<file path="config.mk">
export PLATFORM = sky130hd
export DESIGN_NAME = bcd_counter_mux
export DESIGN_NICKNAME = d
export VERILOG_FILES = /design/src/rtl/bcd_counter_mux.sv
export SDC_FILE = /design/constraint.sdc
export NUM_CORES = 1
export LEC_CHECK = 0
export CORE_MARGIN = 2
export CORE_UTILIZATION = 25
export CTS_CLUSTER_SIZE = 40
export DETAILED_ROUTE_END_ITERATION = 16
export HOLD_SLACK_MARGIN = 0.02
export PLACE_DENSITY = 0.39
export SLEW_MARGIN = 10
export SYNTH_ARGS = -nofsm -noshare
export SYNTH_HDL_FRONTEND = slang
export SYNTH_SLANG_ARGS = --single-unit
</file>
<file path="constraint.sdc">
create_clock -name clk -period 5.59 [get_ports clk]
set_clock_uncertainty 0.1 [all_clocks]
set_input_delay 1.118 -clock clk [delete_from_list [all_inputs] [get_ports clk]]
set_output_delay 1.118 -clock clk [all_outputs]
set_load 0.01 [all_outputs]
</file>
<file path="src/rtl/bcd_counter_mux.sv">
// bcd_counter_mux: prescaled up/down BCD counter driving a time-multiplexed,
// active-low seven-segment display with optional leading-zero blanking.
module bcd_counter_mux #(
    parameter int CLK_DIV  = 50000000,
    parameter int SCAN_DIV = 50000,
    parameter int DIGITS   = 4,
    parameter int LZB      = 0
) (
    input  logic                clk,
    input  logic                rst,
    input  logic                en,
    input  logic                up,
    input  logic                clr,
    output logic [4*DIGITS-1:0] value,
    output logic [DIGITS-1:0]   an,
    output logic [7:0]          seg,
    output logic                tick,
    output logic                carry
);

    localparam int PW = (CLK_DIV > 1) ? $clog2(CLK_DIV) : 1;
    localparam int SW = (SCAN_DIV > 1) ? $clog2(SCAN_DIV) : 1;
    localparam int IW = (DIGITS > 1) ? $clog2(DIGITS) : 1;

    localparam logic [PW-1:0] PRESC_LAST = PW'(CLK_DIV - 1);
    localparam logic [SW-1:0] SCAN_LAST  = SW'(SCAN_DIV - 1);
    localparam logic [IW-1:0] IDX_LAST   = IW'(DIGITS - 1);

    logic [PW-1:0]       presc_q, presc_d;
    logic [4*DIGITS-1:0] value_q, value_d;
    logic                tick_q, tick_d;
    logic                carry_q, carry_d;
    logic [SW-1:0]       scan_q, scan_d;
    logic [IW-1:0]       idx_q, idx_d;
    logic [DIGITS-1:0]   an_q, an_d;
    logic [7:0]          seg_q, seg_d;

    logic [4*DIGITS-1:0] stepped;
    logic                ripple;
    logic [3:0]          cur_digit;
    logic                blank;

    function automatic logic [7:0] seg_decode(input logic [3:0] d);
        case (d)
            4'd0:    seg_decode = 8'hC0;
            4'd1:    seg_decode = 8'hF9;
            4'd2:    seg_decode = 8'hA4;
            4'd3:    seg_decode = 8'hB0;
            4'd4:    seg_decode = 8'h99;
            4'd5:    seg_decode = 8'h92;
            4'd6:    seg_decode = 8'h82;
            4'd7:    seg_decode = 8'hF8;
            4'd8:    seg_decode = 8'h80;
            4'd9:    seg_decode = 8'h90;
            default: seg_decode = 8'hFF;
        endcase
    endfunction

    // Candidate count for a step: BCD +1 or -1 rippling through digits; ripple left set means every digit wrapped
    always_comb begin
        stepped = value_q;
        ripple  = 1'b1;
        for (int i = 0; i < DIGITS; i++) begin
            if (ripple) begin
                if (up) begin
                    if (value_q[4*i +: 4] >= 4'd9) begin
                        stepped[4*i +: 4] = 4'd0;
                    end else begin
                        stepped[4*i +: 4] = value_q[4*i +: 4] + 4'd1;
                        ripple = 1'b0;
                    end
                end else begin
                    if (value_q[4*i +: 4] == 4'd0) begin
                        stepped[4*i +: 4] = 4'd9;
                    end else if (value_q[4*i +: 4] > 4'd9) begin
                        stepped[4*i +: 4] = 4'd9;
                        ripple = 1'b0;
                    end else begin
                        stepped[4*i +: 4] = value_q[4*i +: 4] - 4'd1;
                        ripple = 1'b0;
                    end
                end
            end
        end
    end

    // Prescaler and count: clear wins over a step; a step happens when the enabled prescaler is at its last value
    always_comb begin
        presc_d = presc_q;
        value_d = value_q;
        tick_d  = 1'b0;
        carry_d = 1'b0;
        if (clr) begin
            presc_d = '0;
            value_d = '0;
        end else if (en) begin
            if (presc_q == PRESC_LAST) begin
                presc_d = '0;
                value_d = stepped;
                tick_d  = 1'b1;
                carry_d = ripple;
            end else begin
                presc_d = presc_q + PW'(1);
            end
        end
    end

    // Display scan timing runs free of en and clr, stepping the digit index once per slot
    always_comb begin
        scan_d = scan_q;
        idx_d  = idx_q;
        if (scan_q == SCAN_LAST) begin
            scan_d = '0;
            if (idx_q == IDX_LAST) begin
                idx_d = '0;
            end else begin
                idx_d = idx_q + IW'(1);
            end
        end else begin
            scan_d = scan_q + SW'(1);
        end
    end

    // Digit select and segment pattern for the current index, blanking zeros above the highest nonzero digit
    always_comb begin
        cur_digit = 4'd0;
        an_d      = '1;
        blank     = (LZB != 0) && (idx_q != '0);
        for (int i = 0; i < DIGITS; i++) begin
            if (IW'(i) == idx_q) begin
                cur_digit = value_q[4*i +: 4];
                an_d[i]   = 1'b0;
            end
            if ((IW'(i) >= idx_q) && (value_q[4*i +: 4] != 4'd0)) begin
                blank = 1'b0;
            end
        end
        seg_d = blank ? 8'hFF : seg_decode(cur_digit);
    end

    // Register all state; reset overrides clear, enable and any pending step
    always_ff @(posedge clk) begin
        if (!rst) begin
            presc_q <= '0;
            value_q <= '0;
            tick_q  <= 1'b0;
            carry_q <= 1'b0;
            scan_q  <= '0;
            idx_q   <= '0;
            an_q    <= '1;
            seg_q   <= 8'hFF;
        end else begin
            presc_q <= presc_d;
            value_q <= value_d;
            tick_q  <= tick_d;
            carry_q <= carry_d;
            scan_q  <= scan_d;
            idx_q   <= idx_d;
            an_q    <= an_d;
            seg_q   <= seg_d;
        end
    end

    assign value = value_q;
    assign an    = an_q;
    assign seg   = seg_q;
    assign tick  = tick_q;
    assign carry = carry_q;

endmodule

</file>
## After elaboration in Yosys (flattened, before gate mapping)

Memory sizes are Yosys's and may differ from the RTL's. A register that Yosys moved wholly into a read port is not among the register bits.
Index checks and enable logic that the tools add are counted.

- Multiplexer cells: 41
- Equality and inequality tests: 6
- $add $sub $neg: 11
- Bitwise logic cells: 4
- Reductions and logical operators: 14
- Order comparisons: 8

Operator list:

| cell | number |
|---|---|
| 4-bit two-way mux | 20 |
| 26-bit by 1-bit adder with 26-bit output (second input constant) | 1 |
| 26-bit == test (second input constant) | 1 |
| 26-bit two-way mux | 1 |
| 1-bit two-way mux | 19 |
| 16-bit by 1-bit adder with 16-bit output (second input constant) | 1 |
| 4-bit by 1-bit adder with 4-bit output (second input constant) | 4 |
| 16-bit == test (second input constant) | 1 |
| 4-bit >= comparator (second input constant) | 4 |
| 4-bit > comparator (second input constant) | 4 |
| 4-bit zero test | 4 |
| 4-bit by 1-bit subtractor with 4-bit output (second input constant) | 4 |
| 3-bit AND reduction | 3 |
| 5-bit OR reduction | 1 |
| 2-bit == test (first input constant) | 2 |
| 1-bit NOT | 4 |
| 2-bit OR reduction | 2 |
| 3-bit OR reduction | 1 |
| 2-bit by 1-bit adder with 2-bit output (second input constant) | 1 |
| 1-bit by 2-bit == test with 1-bit output (first input constant) | 1 |
| 2-bit == test (second input constant) | 1 |
| 2-bit zero test | 1 |
| 2-bit two-way mux | 1 |
| 2-bit AND reduction | 1 |
| 1-bit zero test | 1 |

- Memories kept: 1
- Output and inout port bits: 30
- Bits in read-only memories: 112
- Input bits: 5
- Register bits: 74

Memory list:

| name | depth | bits a word | rd ports | clocked after memory_dff | write ports | RTL line | text |
|---|---|---|---|---|---|---|---|
| (name not given) | 16 | 7 | 1 | 1 | 0 | 44 | `case (d)` |

## Depth between registers and ports, before layout

- Depth after elaboration: 7
- Mapped depth: 10
- Gate-level depth less buffers: 9

## Least setup slack after synthesis

OpenSTA, ideal clock, no wires.

- Path type: input to register
- Start point: input port en
- End point: register value_q[12], in the netlist value[12]
- Setup slack: 3030 ps
- Setup time: 115 ps
- Stages on the path: 7
- Arrival: 2344 ps
- Required time: 5375 ps
- Cell sequence: and4_1 > buf_6 > nand4_4 > nor4_4 > buf_6 > o211ai_1 > a31o_1

- Longest elaborated chain between the ends: 1

Ends and longest elaborated chain:

| item | RTL line | text |
|---|---|---|
| from (decl) | 11 | `input logic en,` |
| 3-bit AND reduction (no source line) | - |  |
| to (signal assigned) | 154 | `value_q <= value_d;` |
| to (decl) | 30 | `logic [4*DIGITS-1:0] value_q, value_d;` |

No other way between the ends.
A chain may end at the register's enable or synchronous reset.

## Worst setup path after layout

Ends and elaborated chain as after synthesis.

==> metrics.txt <==
status=complete, no violations; final instance area=0.00504 sq mm; hold_buf cts=0; drt drc=0; crit path capture type=flip-flop; PostCTS Resize Cnt=0; P per Cell Area=231 mW/mm^2; clock root cell=clkbuf_16; Crit path required time=5.73 ns; Final TNS setup=0 ns; NetSw=274 uW; sequential fraction of the synthesis area=34.4%; RSZ-0062 raised after global routing=false; NumNets Final=560; Slew HR=36.7%; drt initial violations=130; most common cell in the netlist=dfxtp_1; combinational share of power=3.7%; GR Overflow Total=0; die width=134 microns; GRT Overall Usage=12.0%; post-CTS setup buffers=0; cell taking the most area after synthesis=dfxtp_1; FP Rows=47; first-pass GRT wire length=17200 microns; cts bufs inserted=9; first drt pass iteration count=4; Post-DRT Antenna Nets=0; Final Max Tran Viols=0; Synth Net Count=543; starting density of the core=25.7%; Wirelength per Cell=13.9 microns; Ant. Diodes=0; worst hold margin=0.360 ns; clock group share of total power=51.0%; worst min path class=flip-flop to flip-flop; maximum vdd ir drop=0.000138 V; hold path start=scan_q[0]; Pint=891 uW; Seq cells post-synth=73; vias in the first global route=3319; Final Hold Vio Count=0; Avg Cell Area, Syn=8.28 sq um; largest net degree at the start of global routing=28; P_leak=0.00175 uW; Die Y=134 microns; Power Total=1170 uW; Synth area leaders=dfxtp_1 34%, ha_1 7.1%, nor2_1 5.9%; ys flop type=dfxtp_1; Layout fillers=1778; Critical Path Fanout Max=13; via count=3637; CTS clk-pin slew, worst paths=0.06 ns; Post-synth EDFFs=0; Setup Viol. Count Final=0; Max Cap Violations=0; Clk Latency, worst-skew pair=0.35 ns; I/O Buffers=33; IO Count=35; CTS tree=done; core area=0.0166 sq mm; crit path kind=input pin to flip-flop; Worst Tran Pin Value=0.949 ns; gpl congestion=0.789; crit-path max cell delay=0.78 ns; Yosys top cell area share=34.4%; FF-to-FF Start=value[0]; detailed placement HPWL=7390 microns; CP Cell Sequence=clkdlybuf4s50_1 -> and4_1 -> nand4_4 -> nor4_4 -> o211ai_1 -> a31o_1; Final period util=61.4%; routed vias/inst=4.81; clock buffer depth=2; Area Growth Syn to Fin=18.6%; Startpoint Class=input pin; die area=0.0181 sq mm; ys async rst share=0%; Clock Sinks=73; f_max=291 MHz; Mapped Cells=514; # H-tree levels=3; Crit path arrival time=3.58 ns; initial antenna violation count=0; Syn Std Cell Area=0.00425 sq mm; slowest CP cell=nor4_4; Setup crit start=en; Sw Share=23.5%; Yosys cell types=58; Placement Cell Area=0.00474 sq mm; Ys Warns=0; share of layout cells above drive strength 1=4.66%; Final Routed Wirelength=10500 microns; Seq pwr share=45.3%; shortest period the worst path allows=3.43 ns; top cells by count, synth=73 x dfxtp_1, 67 x nor2_1, 31 x nand2_1
-- layer usage --
| metal | vias to the layer above | global-route usage [%] | part of all wire [%] |
|---|---|---|---|
| met5 | - | 0 | 0 |
| met3 | 11 | 3.36 | 3.5 |
| met4 | 0 | 4.50 | 1.5 |
| li1 | 1842 | - | - |
| met1 | 1730 | 16.3 | 52 |
| met2 | 54 | 18.0 | 43 |
-- power groups by stage --
stage	Clock [uW]	Sequential, uW	Combinational (uW)
6_report	595	528	43.0
5_1_grt	639	528	48.2
4_1_cts	621	528	43.5
3_5_place_dp	0	540	43.4
3_3_place_gp	0	540	42.8
2_1_floorplan	0	541	25.4
-- worst paths after layout --
kind / to / slack [ns] / depth (start not counted)
hold reg to reg: scan_q[0] / 0.36 / 1
setup / recovery: value[12] / 2.16 / 6
setup reg to reg: value[12] / 2.85 / 7
hold / removal: scan_q[0] / 0.36 / 1
-- cell families (layout without fill, tap and decap cells) --
logic type	count (synthesis)	count (layout)	synth area share, %
and+or+nand+nor	217	217	27.6
buffers and inverters	57	79	5.71
muxes	12	12	2.82
DFF	73	73	34.4
xor gates and xnor gates	39	39	8.03
other	1	1	0.0882
adders and majority gates	24	24	7.06
AOI/OAI and AO/OA	91	91	14.4
-- through the flow --
step,std cells,setup slack (ns),utilization [%]
after floorplan,514,3.03,-
after global placement,740,1.86,28.6
after detailed placement,740,1.78,28.6
after CTS,756,2.16,30.4
after global routing,756,1.96,30.4
final,756,2.16,30.4
-- registers in the layout (all words and copies together) (netlist names) --
signal,flops
seg,7
tick,1
carry,1
an,4
idx_q,2
presc_q,26
value,16
scan_q,16
-- layout make-up --
class	count	area [sq um]	share of cell area [%]
multi-input combinational	384	2550	50.6
sequential	73	1460	29.0
timing repair buffer	36	353	7.00
tap	220	275	5.46
clock buffer	9	225	4.47
inverter	27	101	2.01
clock inverter	7	77.6	1.54
-- critical path, delay by kind of cell --
kind	cells	cell delay, ns
AO/OA/AOI/OAI	2	0.48
buffers and inverters	1	0.59
AND/OR/NAND/NOR	3	1.38
-- placed cells by master (no fill, tap or decap), drive strengths merged, types with 7 or more instances in the layout --
cell,instances
ha,24
nor2b,8
nand4,17
a21oi,20
xnor2,24
mux2i,12
nor2,67
nor3b,7
nand2,31
and4,7
o31ai,7
clkdlybuf4s50,33
a211oi,9
nand3,20
and3,11
nor4b,9
dfxtp,73
o21ai,18
inv,29
xor2,15
nor3,16
clkbuf,9
No activity file was read; power rests on OpenSTA's default activity.
